$ cat src/rtl/img_pkg.sv
// Shared pixel widths, sepia offsets and state encodings for the gray-to-RGB path.
package img_pkg;

   localparam int GRAY_W      = 8;
   localparam int RGB_W       = 24;
   localparam int SEPIA_R_OFS = 40;
   localparam int SEPIA_G_OFS = 20;

   typedef enum logic [1:0] {
      S_IDLE   = 2'd0,
      S_STREAM = 2'd1,
      S_EOF    = 2'd2
   } state_e;

endpackage

$ cat src/rtl/gray_to_rgb.sv
// Gray byte to RGB pixel expander between two FIFOs, one hold register deep, with frame tracking.
// Defining GRAY_TO_RGB_SEPIA_EN selects a saturating sepia tint instead of plain R=G=B replication.
module gray_to_rgb
   import img_pkg::*;
#(
   parameter int FIFO_DWIDTH_IN  = GRAY_W,
   parameter int FIFO_DWIDTH_OUT = RGB_W,
   parameter int FRAME_PIXELS    = 518400
) (
   input  logic                       clock,
   input  logic                       reset,
   output logic                       fifo_in_rd_en,
   input  logic [FIFO_DWIDTH_IN-1:0]  fifo_in_dout,
   input  logic                       fifo_in_empty,
   output logic                       fifo_out_wr_en,
   output logic [FIFO_DWIDTH_OUT-1:0] fifo_out_din,
   input  logic                       fifo_out_full,
   output logic                       frame_done
);

   localparam int               CNT_W      = $clog2(FRAME_PIXELS + 1);
   localparam logic [CNT_W-1:0] FRAME_LAST = CNT_W'(FRAME_PIXELS);

   function automatic logic [FIFO_DWIDTH_OUT-1:0] expand(input logic [FIFO_DWIDTH_IN-1:0] g);
`ifdef GRAY_TO_RGB_SEPIA_EN
      logic [FIFO_DWIDTH_IN:0]   r_sum;
      logic [FIFO_DWIDTH_IN:0]   g_sum;
      logic [FIFO_DWIDTH_IN-1:0] r_sat;
      logic [FIFO_DWIDTH_IN-1:0] g_sat;
      // One extra bit catches the carry, which then forces full scale.
      r_sum = {1'b0, g} + (FIFO_DWIDTH_IN + 1)'(SEPIA_R_OFS);
      g_sum = {1'b0, g} + (FIFO_DWIDTH_IN + 1)'(SEPIA_G_OFS);
      r_sat = r_sum[FIFO_DWIDTH_IN] ? '1 : r_sum[FIFO_DWIDTH_IN-1:0];
      g_sat = g_sum[FIFO_DWIDTH_IN] ? '1 : g_sum[FIFO_DWIDTH_IN-1:0];
      return FIFO_DWIDTH_OUT'({r_sat, g_sat, g});
`else
      return FIFO_DWIDTH_OUT'({g, g, g});
`endif
   endfunction

   state_e                     state_q, state_d;
   logic [FIFO_DWIDTH_OUT-1:0] hold_data_q, hold_data_d;
   logic                       hold_valid_q, hold_valid_d;
   logic [CNT_W-1:0]           pixel_count_q, pixel_count_d;
   logic [CNT_W-1:0]           cnt_inc;
   logic                       wr_en;
   logic                       rd_en;
   logic                       last_wr;

   always_comb begin
      // Handshakes are held off while reset is asserted so nothing moves in that cycle.
      wr_en   = ~reset & hold_valid_q & ~fifo_out_full;
      rd_en   = ~reset & ~fifo_in_empty & (~hold_valid_q | wr_en) & (state_q != S_EOF);
      cnt_inc = pixel_count_q + CNT_W'(1);
      last_wr = wr_en & (cnt_inc == FRAME_LAST);

      hold_data_d   = hold_data_q;
      hold_valid_d  = hold_valid_q;
      pixel_count_d = pixel_count_q;
      state_d       = state_q;

      if (rd_en) begin
         hold_data_d  = expand(fifo_in_dout);
         hold_valid_d = 1'b1;
      end else if (wr_en) begin
         hold_valid_d = 1'b0;
      end

      if (wr_en) pixel_count_d = last_wr ? '0 : cnt_inc;

      case (state_q)
         S_EOF: state_d = S_IDLE;
         default: begin
            if (last_wr)    state_d = S_EOF;
            else if (wr_en) state_d = S_STREAM;
         end
      endcase
   end

   always_ff @(posedge clock) begin
      if (reset) begin
         state_q       <= S_IDLE;
         hold_data_q   <= '0;
         hold_valid_q  <= 1'b0;
         pixel_count_q <= '0;
      end else begin
         state_q       <= state_d;
         hold_data_q   <= hold_data_d;
         hold_valid_q  <= hold_valid_d;
         pixel_count_q <= pixel_count_d;
      end
   end

   assign fifo_in_rd_en  = rd_en;
   assign fifo_out_wr_en = wr_en;
   assign fifo_out_din   = hold_data_q;
   assign frame_done     = ~reset & (state_q == S_EOF);

endmodule

$ cat config.mk
export PLATFORM = sky130hd
export DESIGN_NAME = gray_to_rgb
export DESIGN_NICKNAME = d
export VERILOG_FILES = /design/src/rtl/img_pkg.sv /design/src/rtl/gray_to_rgb.sv
export SDC_FILE = /design/constraint.sdc
export NUM_CORES = 1
export LEC_CHECK = 0
export CAP_MARGIN = 15
export CORE_AREA = 2 2 67 69
export DETAILED_ROUTE_END_ITERATION = 10
export DIE_AREA = 0 0 69 71
export HOLD_SLACK_MARGIN = 0.03
export PLACE_DENSITY = 0.84
export SLEW_MARGIN = 40
export SYNTH_ARGS = -nofsm -noshare
export SYNTH_HDL_FRONTEND = slang
export SYNTH_SLANG_ARGS = --single-unit
export TNS_END_PERCENT = 5
$ cat constraint.sdc
create_clock -name clock -period 2.4 [get_ports clock]
set_clock_uncertainty 0.2 [all_clocks]
set_input_delay 0.36 -clock clock [delete_from_list [all_inputs] [get_ports clock]]
set_output_delay 0.36 -clock clock [all_outputs]
set_load 0.005 [all_outputs]
==> metrics <==
type of element launching the critical path=register; Bufs and invs on worst path=2; number of nets with antenna violations after routing=0; total gr overflow=0; warnings from Yosys=0; growth of design area from synthesis to finish=39.3%; length of the first detailed-routing pass in iterations=4; multi-input combinational cell area=approximately 1100 µm²; residual DRC count=0; largest net degree at the start of global routing=20; total of flip-flops plus latches after synthesis=30; required time worst endpoint=roughly 2.4 ns; Chip Height=71 µm; worst relative slew slack=between 70% and 80%; Switch Pwr=between 200 and 250 µW; insertion delay of the later-clocked pin in the worst-skew pair=0.29 ns; proportion of power drawn by combinational gates=11.8%; library cell used as clock root buffer=clkbuf_8; Clk pwr share=a little under two fifths; cell area after synthesis=roughly 1800 µm²; kind of critical path=register to register; violation count after the first detailed-routing iteration=128; share of the cycle needed by the critical path after routing=98.6%; synthesized instance count=221; GRT Total Usage=around a fifth; post-DR vias/cell=5.58; largest driver fanout on the critical path=5; cell-by-cell listing of the critical path=ha_4 -> and3_4 -> buf_4 -> a311oi_2 -> a41oi_2 -> a2111oi_4 -> nand4b_4 -> buf_6 -> nand4b_1 -> o311ai_1; number of global-route vias before repair=1664; number of maximum-capacitance violations=0; Avg Inst Size Synth=approximately 8.1 µm²; total area of sequential cells=between 600 and 700 µm²; maximum clock path buffer count=2; dominant delay contributor by cell family on the critical path=compound AO/OA/AOI/OAI gates; Top-Level Pins=39; Final Total Pwr=a little over 1000 µW; final worst slack=between 0.03 and 0.04 ns; worst supply voltage drop on vdd=between 0.2 and 0.25 mV; antenna violations before repair=0; count of final hold-check violations=0; most frequent standard cell in the layout excluding fill and tap cells=clkdlybuf4s50_1; wire length of the first global-routing pass=roughly 7700 µm; library cells used by synthesis=47; FILL cells=365; share of layout cells above drive strength 1=about a quarter; HPWL reported at the end of detailed placement=roughly 3300 µm; total number of nets in the final design=282; Worst path slowest cell=a2111oi_4; worst slew pin tran=around 0.36 ns; PD cells=409 nW/µm²; # H-tree levels=2; CTS tree=built; pre-CTS setup slack=-0.259 ns; Setup Total Neg Slack=0 ns; path type of the worst min-delay path=register to register; vias post-DR=approximately 1800; Core Box Area=about 4200 µm²; die width=~69 µm; number of setup buffers added after CTS=0; final setup fails=0; highest clock rate=0.422 GHz; Pleak=roughly 0.00092 µW; data arrival time of the worst path=2.34 ns; most used cells in the layout excluding fill and tap cells=clkdlybuf4s50_1, nor2_1, buf_4; post-cts hold buffer count=0; Reg power frac=between 50% and 60%; count of port buffers added during placement=38; syn nets=around 240; total wire length=about 4600 µm; weighted congestion reported at the end of routability-driven placement=between 0.9 and 1; outcome=finished clean; Largest stage delay, worst path=about 0.4 ns; Clock Pin Slew Worst Setup and Hold Paths=around 0.060 ns; Die Outline Area=around 4900 µm²; number of sinks driven by the clock tree=30; part of the Yosys area used for sequential elements=between 30% and 40%; Row Count=24; proportion of total power due to net switching=about a quarter; total inserted antenna cells=0; Pint=between 700 and 800 µW; count of pins over their slew limit=0; setup repair after global routing missed its margin=true; Initial Utilization=a little over two fifths; final worst path period need=2.37 ns; CTS buffer count=5; core occupancy in the finished layout=59.5%; average detailed-routed wire length per instance=~14 µm; CP endpoint kind=register
==> power groups by stage <==
stage,logic (µW),registers [µW],clock network [µW]
6_report,120,517,385
2_1_floorplan,56.9,529,0
3_5_place_dp,119,529,0
4_1_cts,119,518,393
5_1_grt,130,519,408
3_3_place_gp,116,528,0
==> through the flow <==
stage	instances	hold slack [ns]	cell area [µm²]
5_1_grt	320	0.322	2500
6_report	320	0.289	2500
3_5_place_dp	313	0.284	2330
2_1_floorplan	221	0.267	1830
3_3_place_gp	313	0.279	2330
4_1_cts	320	0.293	2420
==> cells by family after synthesis <==
| logic type | after synthesis | share of synthesized area, % |
|---|---|---|
| simple gates | 98 | 28.1 |
| compound gates | 36 | 15.3 |
| buf+inv | 35 | 11.5 |
| flops | 30 | 33.4 |
| xor+xnor | 12 | 5.85 |
| mux | 8 | 4.46 |
| fa+ha+maj | 2 | 1.39 |
==> layout make-up <==
| class | instances | area share (%) |
|---|---|---|
| Multi-Input combinational cell | 156 | 43.2 |
| Timing Repair Buffer | 72 | 26.3 |
| Sequential cell | 30 | 24.3 |
| Clock buffer | 5 | 2.75 |
| Tap cell | 52 | 2.60 |
| Inverter | 3 | 0.450 |
| Clock inverter | 2 | 0.400 |
==> flip-flops by register name (all words and copies together) (netlist names) <==
name / flops
state_q: 2
hold_valid_q: 1
pixel_count_q: 19
fifo_out_din: 8
==> tightest hold or removal path, cell delays in order, from the launching register on <==
cell and delay (ns):
dfxtp_1 0.31, nor2_1 0.09, nor3_1 0.04
==> routing by layer <==
metal	routed length, µm	global-route usage (%)	vias to the layer above
met1	1970	23.2	849
li1	-	-	863
met3	191	4.42	15
met2	2320	33.1	58
met4	136	8.50	0
met5	0	0	-
==> cell usage after synthesis (all sizes together) <==
cell type	instances	share of area [%]
nand4b	2	1.3
nor2b	5	1.7
a32o	1	0.56
or3	2	0.70
o311ai	1	0.49
nand4	5	2.6
nor2	30	6.3
and4	2	0.98
a32oi	1	0.49
or4	2	1.0
ha	2	1.4
o311a	1	0.56
xnor2	4	1.9
nand3	15	4.2
o22ai	2	0.70
a311oi	4	1.9
dfxtp	30	33
and3	3	1.0
or2	1	0.35
nor4	1	0.35
clkbuf	10	2.2
and2	1	0.35
buf	22	8.7
o21ai	3	0.84
mux2i	8	4.5
nor3	9	2.5
a2111oi	2	2.0
o211ai	2	0.84
nand2	17	3.6
a41oi	2	0.98
xor2	8	3.9
a211o	1	0.49
a21oi	11	3.3
a31oi	3	1.0
o31ai	1	0.42
nand3b	1	0.42
a211oi	1	0.70
nand2b	2	0.70
inv	3	0.63
==> worst paths after layout <==
kind | startpoint | to | cells after the start | slack [ns]
min | state_q[0] | state_q[0] | 2 | 0.29
max reg2reg | pixel_count_q[1] | pixel_count_q[8] | 10 | 0.03
max | pixel_count_q[1] | pixel_count_q[8] | 10 | 0.03
min reg2reg | state_q[0] | state_q[0] | 2 | 0.29
==> what timing repair did <==
action / 4_1_cts / 5_1_grt
pin swaps: 0 / 8
endpoints found under the setup margin: 6 / 14
endpoints found under the hold margin: 0 / 0
resized for setup: 2 / 22
Note: power is estimated with default switching activity, not from simulation.
